### src/rtl/uart_beep_cmd.sv
`default_nettype none
// ============================================================================
//  Module      : uart_beep_cmd
//  Description : 8N1 UART receiver with mid-bit sampling, single-byte command
//                decoder and auto-release hold timer that drives the buzzer
//                enable level (beep_flag) for the downstream buzzer stage.
//  Revision    : 1.0 - initial release
// ============================================================================
module uart_beep_cmd #(
  parameter int         CLK_FREQ    = 50_000_000,
  parameter int         BAUD        = 9600,
  parameter logic [7:0] CMD_ON      = 8'h42,
  parameter logic [7:0] CMD_OFF     = 8'h53,
  parameter int         HOLD_CYCLES = 150_000_000
) (
  input  logic       sys_clk,
  input  logic       sys_rst_n,
  input  logic       rx,
  output logic       beep_flag,
  output logic [7:0] rx_data,
  output logic       rx_valid,
  output logic       frame_err
);

  // Bit timing: the baud counter spans one bit period, sampling at its middle.
  localparam int C_BIT_MAX = CLK_FREQ / BAUD - 1;
  localparam int C_MID     = C_BIT_MAX / 2;
  localparam int C_BAUD_W  = (C_BIT_MAX > 0) ? $clog2(C_BIT_MAX + 1) : 1;

  localparam logic [C_BAUD_W-1:0] C_BIT_MAX_V = C_BAUD_W'(C_BIT_MAX);
  localparam logic [C_BAUD_W-1:0] C_MID_V     = C_BAUD_W'(C_MID);
  localparam logic [C_BAUD_W-1:0] C_BAUD_ONE  = C_BAUD_W'(1);

  // Hold timer: a zero hold length disables the auto-release entirely.
  localparam bit          C_HOLD_EN   = (HOLD_CYCLES != 0);
  localparam logic [27:0] C_HOLD_LAST = (HOLD_CYCLES == 0) ? 28'd0 : 28'(HOLD_CYCLES - 1);

  typedef enum logic [1:0] {
    S_IDLE  = 2'd0,
    S_START = 2'd1,
    S_DATA  = 2'd2,
    S_STOP  = 2'd3
  } state_t;

  logic                r_rx_sync1;
  logic                r_rx_sync2;
  logic                r_rx_prev;
  state_t              r_state;
  logic [C_BAUD_W-1:0] r_baud_cnt;
  logic [2:0]          r_bit_cnt;
  logic [7:0]          r_shift;
  logic [27:0]         r_hold_cnt;
  logic                r_retrig;

  logic w_rx_fall;
  logic w_cmd_on;
  logic w_cmd_off;

  // A start bit shows up as a synchronized high-to-low transition.
  assign w_rx_fall = r_rx_prev & ~r_rx_sync2;
  assign w_cmd_on  = rx_valid && (rx_data == CMD_ON);
  assign w_cmd_off = rx_valid && (rx_data == CMD_OFF);

  // Bring the asynchronous line into the clock domain and keep one cycle of history.
  always_ff @(posedge sys_clk or negedge sys_rst_n) begin
    if (!sys_rst_n) begin
      r_rx_sync1 <= 1'b1;
      r_rx_sync2 <= 1'b1;
      r_rx_prev  <= 1'b1;
    end else begin
      r_rx_sync1 <= rx;
      r_rx_sync2 <= r_rx_sync1;
      r_rx_prev  <= r_rx_sync2;
    end
  end

  // Receiver FSM: frame the byte, sample each bit at its midpoint, raise strobes.
  always_ff @(posedge sys_clk or negedge sys_rst_n) begin
    if (!sys_rst_n) begin
      r_state    <= S_IDLE;
      r_baud_cnt <= '0;
      r_bit_cnt  <= 3'd0;
      r_shift    <= 8'd0;
      rx_data    <= 8'd0;
      rx_valid   <= 1'b0;
      frame_err  <= 1'b0;
    end else begin
      rx_valid  <= 1'b0;
      frame_err <= 1'b0;
      case (r_state)
        S_IDLE: begin
          r_baud_cnt <= '0;
          r_bit_cnt  <= 3'd0;
          if (w_rx_fall) begin
            r_state <= S_START;
          end
        end
        S_START: begin
          if ((r_baud_cnt == C_MID_V) && r_rx_sync2) begin
            // Line went back high before mid-bit: treat as a glitch.
            r_state    <= S_IDLE;
            r_baud_cnt <= '0;
          end else if (r_baud_cnt == C_BIT_MAX_V) begin
            r_state    <= S_DATA;
            r_baud_cnt <= '0;
            r_bit_cnt  <= 3'd0;
          end else begin
            r_baud_cnt <= r_baud_cnt + C_BAUD_ONE;
          end
        end
        S_DATA: begin
          if (r_baud_cnt == C_MID_V) begin
            r_shift <= {r_rx_sync2, r_shift[7:1]};
          end
          if (r_baud_cnt == C_BIT_MAX_V) begin
            r_baud_cnt <= '0;
            if (r_bit_cnt == 3'd7) begin
              r_state <= S_STOP;
            end else begin
              r_bit_cnt <= r_bit_cnt + 3'd1;
            end
          end else begin
            r_baud_cnt <= r_baud_cnt + C_BAUD_ONE;
          end
        end
        S_STOP: begin
          if (r_baud_cnt == C_MID_V) begin
            // Leave at mid-stop so a start bit right after one stop bit is caught.
            if (r_rx_sync2) begin
              rx_data  <= r_shift;
              rx_valid <= 1'b1;
            end else begin
              frame_err <= 1'b1;
            end
            r_state    <= S_IDLE;
            r_baud_cnt <= '0;
          end else begin
            r_baud_cnt <= r_baud_cnt + C_BAUD_ONE;
          end
        end
        default: begin
          r_state    <= S_IDLE;
          r_baud_cnt <= '0;
        end
      endcase
    end
  end

  // Command decode and hold timer; a received command beats a same-cycle timeout.
  always_ff @(posedge sys_clk or negedge sys_rst_n) begin
    if (!sys_rst_n) begin
      beep_flag  <= 1'b0;
      r_hold_cnt <= 28'd0;
      r_retrig   <= 1'b0;
    end else if (w_cmd_on) begin
      r_hold_cnt <= 28'd0;
      if (beep_flag) begin
        // One low cycle tells the buzzer stage to restart its tone and duration.
        beep_flag <= 1'b0;
        r_retrig  <= 1'b1;
      end else begin
        beep_flag <= 1'b1;
        r_retrig  <= 1'b0;
      end
    end else if (w_cmd_off) begin
      beep_flag  <= 1'b0;
      r_hold_cnt <= 28'd0;
      r_retrig   <= 1'b0;
    end else if (r_retrig) begin
      beep_flag  <= 1'b1;
      r_hold_cnt <= 28'd0;
      r_retrig   <= 1'b0;
    end else if (beep_flag && C_HOLD_EN) begin
      if (r_hold_cnt == C_HOLD_LAST) begin
        beep_flag  <= 1'b0;
        r_hold_cnt <= 28'd0;
      end else begin
        r_hold_cnt <= r_hold_cnt + 28'd1;
      end
    end else begin
      r_hold_cnt <= 28'd0;
    end
  end

endmodule
`default_nettype wire

### config.mk
export PLATFORM = sky130hd
export DESIGN_NAME = uart_beep_cmd
export DESIGN_NICKNAME = d
export VERILOG_FILES = /design/src/rtl/uart_beep_cmd.sv
export SDC_FILE = /design/constraint.sdc
export NUM_CORES = 1
export LEC_CHECK = 0
export ABC_AREA = 1
export CAP_MARGIN = 25
export CORE_MARGIN = 2
export CORE_UTILIZATION = 25
export DETAILED_ROUTE_END_ITERATION = 10
export PLACE_DENSITY = 0.4
export SLEW_MARGIN = 15
export SYNTH_ARGS = -nofsm -noshare
export SYNTH_HDL_FRONTEND = slang
export SYNTH_SLANG_ARGS = --single-unit
### constraint.sdc
create_clock -name sys_clk -period 2.6 [get_ports sys_clk]
set_input_delay 0.26 -clock sys_clk [delete_from_list [all_inputs] [get_ports sys_clk]]
set_output_delay 0.26 -clock sys_clk [all_outputs]
set_load 0.05 [all_outputs]
=== Yosys cells after proc, flatten, opt, wreduce, memory -nomap -nowiden ===
Index checks and enable logic that the tools add are counted.

* Register bits after elaboration: 69
* Input bits: 3
* Output and inout port bits: 11
* Logic and storage cells: 79

* Add/sub/neg operators: 3
* Equal/unequal tests: 17
* Mux-type cells: 35
* Bitwise logic cells: 2
* Reductions and logical operators: 9

{| class="wikitable"
|+ Operators by type and width
! kind !! number
|-
| $mux 28 || 5
|-
| $pmux 13 s4 || 1
|-
| $mux 13 || 3
|-
| $add 28x1->28 const B || 1
|-
| $eq 28x28->1 const B || 1
|-
| $eq 8x7->1 const B || 2
|-
| $mux 1 || 14
|-
| $ne 2x2->1 const B || 7
|-
| $add 13x1->13 const B || 1
|-
| $eq 13x12->1 const B || 1
|-
| $eq 13x13->1 const B || 1
|-
| $mux 2 || 6
|-
| $mux 3 || 4
|-
| $reduce_and 5->1 || 2
|-
| $pmux 3 s3 || 1
|-
| $pmux 2 s4 || 1
|-
| $eq 2x2->1 const B || 2
|-
| $add 3x1->3 const B || 1
|-
| $eq 3x3->1 const B || 1
|-
| $logic_and 1x1->1 || 3
|-
| $ne 3x3->1 const B || 1
|-
| $reduce_and 3->1 || 1
|-
| $reduce_bool 3->1 || 1
|-
| $eq 2x1->1 const B || 1
|-
| other kinds (4) || 4
|}

=== Depth between registers and ports, before layout ===
* Depth in word-level cells: 6
* Gate-level depth with buffers: 13
* Gate-level depth less buffers: 13

=== Least setup slack after synthesis ===
Ideal clock, no wire load.

* Path type: reg-to-reg
* Start: register rx_data[7]
* End: register r_hold_cnt[17]
* Library setup time: 0.072 ns
* Data arrival time: 1.643 ns
* Required time: 2.528 ns
* Setup slack: 0.886 ns
* Cell stages (with the launch flop): 10
* Buffers on the path: 1
* Clock period less this slack: 1.714 ns
* Cells stage by stage: dfrtp_1 > inv_1 > nand3_1 > inv_1 > nand3_1 > nand2_1 > nor2_1 > nand2_4 > buf_6 > nor2_1

* Longest elaborated chain between the ends: 4
* Elaborated cells between the ends (all ways): 6
* Classes of those cells: 2 x eq/ne; 2 x mux; 2 x reduce/logical

{| class="wikitable"
|+ RTL lines
! what !! RTL line !! text
|-
| from (decl) || 20 || <nowiki>output logic [7:0] rx_data,</nowiki>
|-
| from (signal assigned) || 130 || <nowiki>rx_data <= r_shift;</nowiki>
|-
| $eq 8x7->1 || 62 || <nowiki>assign w_cmd_off = rx_valid && (rx_data == CMD_OFF);</nowiki>
|-
| $logic_and 1x1->1 || 62 ||
|-
| $mux 28 || 165 || <nowiki>end else if (w_cmd_off) begin</nowiki>
|-
| $mux 28 (*) || 155 || <nowiki>end else if (w_cmd_on) begin</nowiki>
|-
| to (signal assigned) || 178 || <nowiki>r_hold_cnt <= r_hold_cnt + 28'd1;</nowiki>
|-
| to (decl) || 52 || <nowiki>logic [27:0] r_hold_cnt;</nowiki>
|}

Every way passes the cells marked *; elsewhere a longest branch is shown, timed or not.
A chain may end at the register's enable or synchronous reset.

=== Final worst setup path ===
* Start: register rx_data[5]
* End: output rx_data[5]

No word-level cell between the ends.

==> results.md <==
- Total number of vias: approximately 2.8k
- Most common cell after layout, fill and taps aside: nand2_1
- Synthesized area per cell: 8.25 um^2
- Power per cell area: between 600 and 700 mW/mm^2
- Async S/R FF share, synth: 100%
- Core area: roughly 0.015 mm^2
- RSZ-0062 raised after global routing: false
- Hold Buf Count CTS: 0
- First DRT Iteration DRCs: about 130
- DIE HEIGHT: between 100 and 150 um
- CP Launch Type: register
- Crit Path Max Fanout: 5
- Power, Total: 2.87 mW
- Cells after DPL: around 650
- Worst path cell trace: clkdlybuf4s50_1
- WL/cell: around 12 um
- Net Sw Frac: ~27%
- Syn Inst Count: roughly 450
- Data arrival, critical path: 1.60 ns
- Sequential Power Share: approximately two fifths
- Post-synthesis sequential area ratio: approximately 46%
- Post-CTS Setup Bufs: 0
- Max VDD drop: about 0.00034 V
- Placer Congestion: 0.848
- H-tree depth: 3
- Clock Skew: between 0.007 and 0.008 ns
- Final wirelength: 7.85 mm
- Crit path max-delay family: buffers and inverters
- Vias per inst: 4.28
- Layout area overhead: 16.9%
- First-pass GRT wire length: between 10 and 15 mm
- Ratio of cells with drive above 1 in the final layout: between 10 and 15%
- CP max stage delay: around 0.83 ns
- Initial Util: ~26%
- Most frequent cells in the layout: nand2_1 (96), dfrtp_1 (66), nor2_1 (62)
- F_max: between 500 and 600 MHz
- Final period util: 71.6%
- Max-slew violation count: 0
- Setup CP Type: reg -> out
- Clock share of power: between 40% and 50%
- Number of buffers created by CTS: 9
- CTS clk-pin slew, worst paths: 0.06 ns
- DP HPWL: around 5.9 mm
- Worst Tran Pin Value: around 0.87 ns
- # rows: 44
- HP Class: in -> async
- Most used flip-flop cell after synthesis: dfrtp_1
- Final ANT Viol Nets: 0
- Min cycle time layout: approximately 1.9 ns
- TritonCTS clock tree: built
- Die Span X: between 100 and 150 um
- Synth cell types: 36
- Drt drc: 0
- Buf+Inv Stages, Crit Path: 1
- Initial antenna violation count: 0
- Max Buffers Root-to-Sink: 2
- Comb pwr share: 11.7%
- Grt ovf: 0
- Post-synth EDFFs: 0
- Outcome: finished clean
- # Max-Cap Violations: 0
- TNS Setup: 0 ns
- Synth area leader: dfrtp_1
- Vias in the first global route: about 2.9k
- Non-filler cells, final: between 600 and 700
- CTS sink cnt: roughly 70
- Global Route Usage Sum: 11.0%
- Port bufs: 13
- Yosys reg bits: 69
- Synth top area share: 44.3%
- Area after DPL: 0.00403 mm^2
- Detailed Routing Iterations Pass 1: 4
- # resized after CTS: 0
- Die area: 0.0159 mm^2
- Leakage: 1.81 nW
- Synth Cell Area: 0.00373 mm^2
- Relative slew slack: 42.0%
- Fillers: 1,591
- Final count of negative-setup-slack endpoints: 0
- Psw: between 0.7 and 0.8 mW
- # IOs: 14
- Req. time, crit path: between 2 and 2.5 ns
- Crit path max-delay cell type: clkdlybuf4s50_1
- Ant. Diodes: 0
- Synth area leaders: dfrtp_1 (44%), nand2_1 (9.7%), nor2_1 (6.2%), inv_1 (5.9%), xor2_1 (4.0%)
- Final Hold Viols: 0
- Fin nets: about 480
- CTS root buf: clkbuf_16
- CP Capture Type: primary output
- Worst-skew pair later-pin latency: about 0.34 ns
- Largest net degree at the start of global routing: 70
- Final instance area: between 0.004 and 0.005 mm^2
- Synth warn: 0
- Int Power: approximately 2.1 mW
- Synthesized net count: roughly 460
==> through the flow <==
| step | utilization (%) | worst slack, ns | hold slack, ns |
|---|---|---|---|
| after floorplan | - | 0.886 | -0.0356 |
| after global placement | 27.7 | 0.800 | 0.346 |
| after detailed placement | 27.7 | 0.790 | 0.348 |
| after CTS | 30.0 | 0.701 | 0.0937 |
| after global routing | 30.0 | 0.655 | 0.133 |
| final | 30.0 | 0.738 | 0.0441 |
==> kinds of logic (layout without fill, tap and decap cells) <==
logic type | after synthesis | count (layout) | synth area share (%)
AOI/OAI and AO/OA | 36 | 36 | 5.84
adders and majority gates | 4 | 4 | 1.34
DFF | 69 | 69 | 46.4
xor gates and xnor gates | 21 | 21 | 4.93
buffers and inverters | 67 | 92 | 7.98
and+or+nand+nor | 255 | 255 | 33.5
==> synth_stat cells, drive strengths merged, types with 2 or more instances <==
cell / n
nand2: 103
nor2: 79
dfrtp: 66
inv: 62
o21ai: 28
nand3: 26
nor3: 26
xor2: 17
nand4: 12
a21oi: 5
buf: 5
ha: 4
xnor2: 4
dfstp: 3
nor4: 3
nor3b: 2
==> state kept, by name (all words and copies together), names as in the netlist, named ones only <==
name and flops:
rx_valid 1, r_rx_sync2 1, r_bit_cnt 3, beep_flag 1, r_hold_cnt 28, frame_err 1, r_retrig 1, rx_data 8
r_rx_sync1 1, r_state 1, r_shift 8, r_baud_cnt 13, r_rx_prev 1
==> area by class of cell <==
cell class	count	area (um^2)	share of cell area, %
well taps	184	230	5.28
flip-flops and latches	69	1730	39.7
multi-input cells	316	1700	39.0
clock buffers	9	225	5.17
repair buffers	14	135	3.10
clock inverters	7	104	2.38
inverters	62	233	5.34
==> final timing paths <==
check / start / end / slack, ns / cells after the start
hold reg to reg: r_rx_sync1$_DFF_PN1_ / r_rx_sync2$_DFF_PN1_ / 0.36 / 0
hold / removal: sys_rst_n / r_hold_cnt[14]$_DFF_PN0_ / 0.04 / 1
max in group asynchronous: sys_rst_n / r_shift[7]$_DFFE_PN0P_ / 2.00 / 1
setup reg to reg: r_hold_cnt[0]$_DFF_PN0_ / r_hold_cnt[9]$_DFF_PN0_ / 0.84 / 6
setup / recovery: rx_data[5]$_DFFE_PN0P_ / rx_data[5] / 0.74 / 1
min in group sys_clk: rx / r_rx_sync1$_DFF_PN1_ / 0.32 / 1
==> power by group through the flow <==
stage / combinational [mW] / sequential, mW / clock [mW]
floorplan: 0.280 / 1.19 / 0
global placement: 0.345 / 1.20 / 0
global route: 0.401 / 1.18 / 1.44
finish: 0.337 / 1.18 / 1.35
CTS: 0.346 / 1.18 / 1.41
detailed placement: 0.346 / 1.20 / 0
==> per-layer routing <==
layer / wire (um) / global-route usage, %
met5: 0 / 0
met4: 178 / 4.52
met3: 240 / 3.23
met2: 3600 / 17.4
met1: 3830 / 14.1
(Power assumes the default switching activity.)
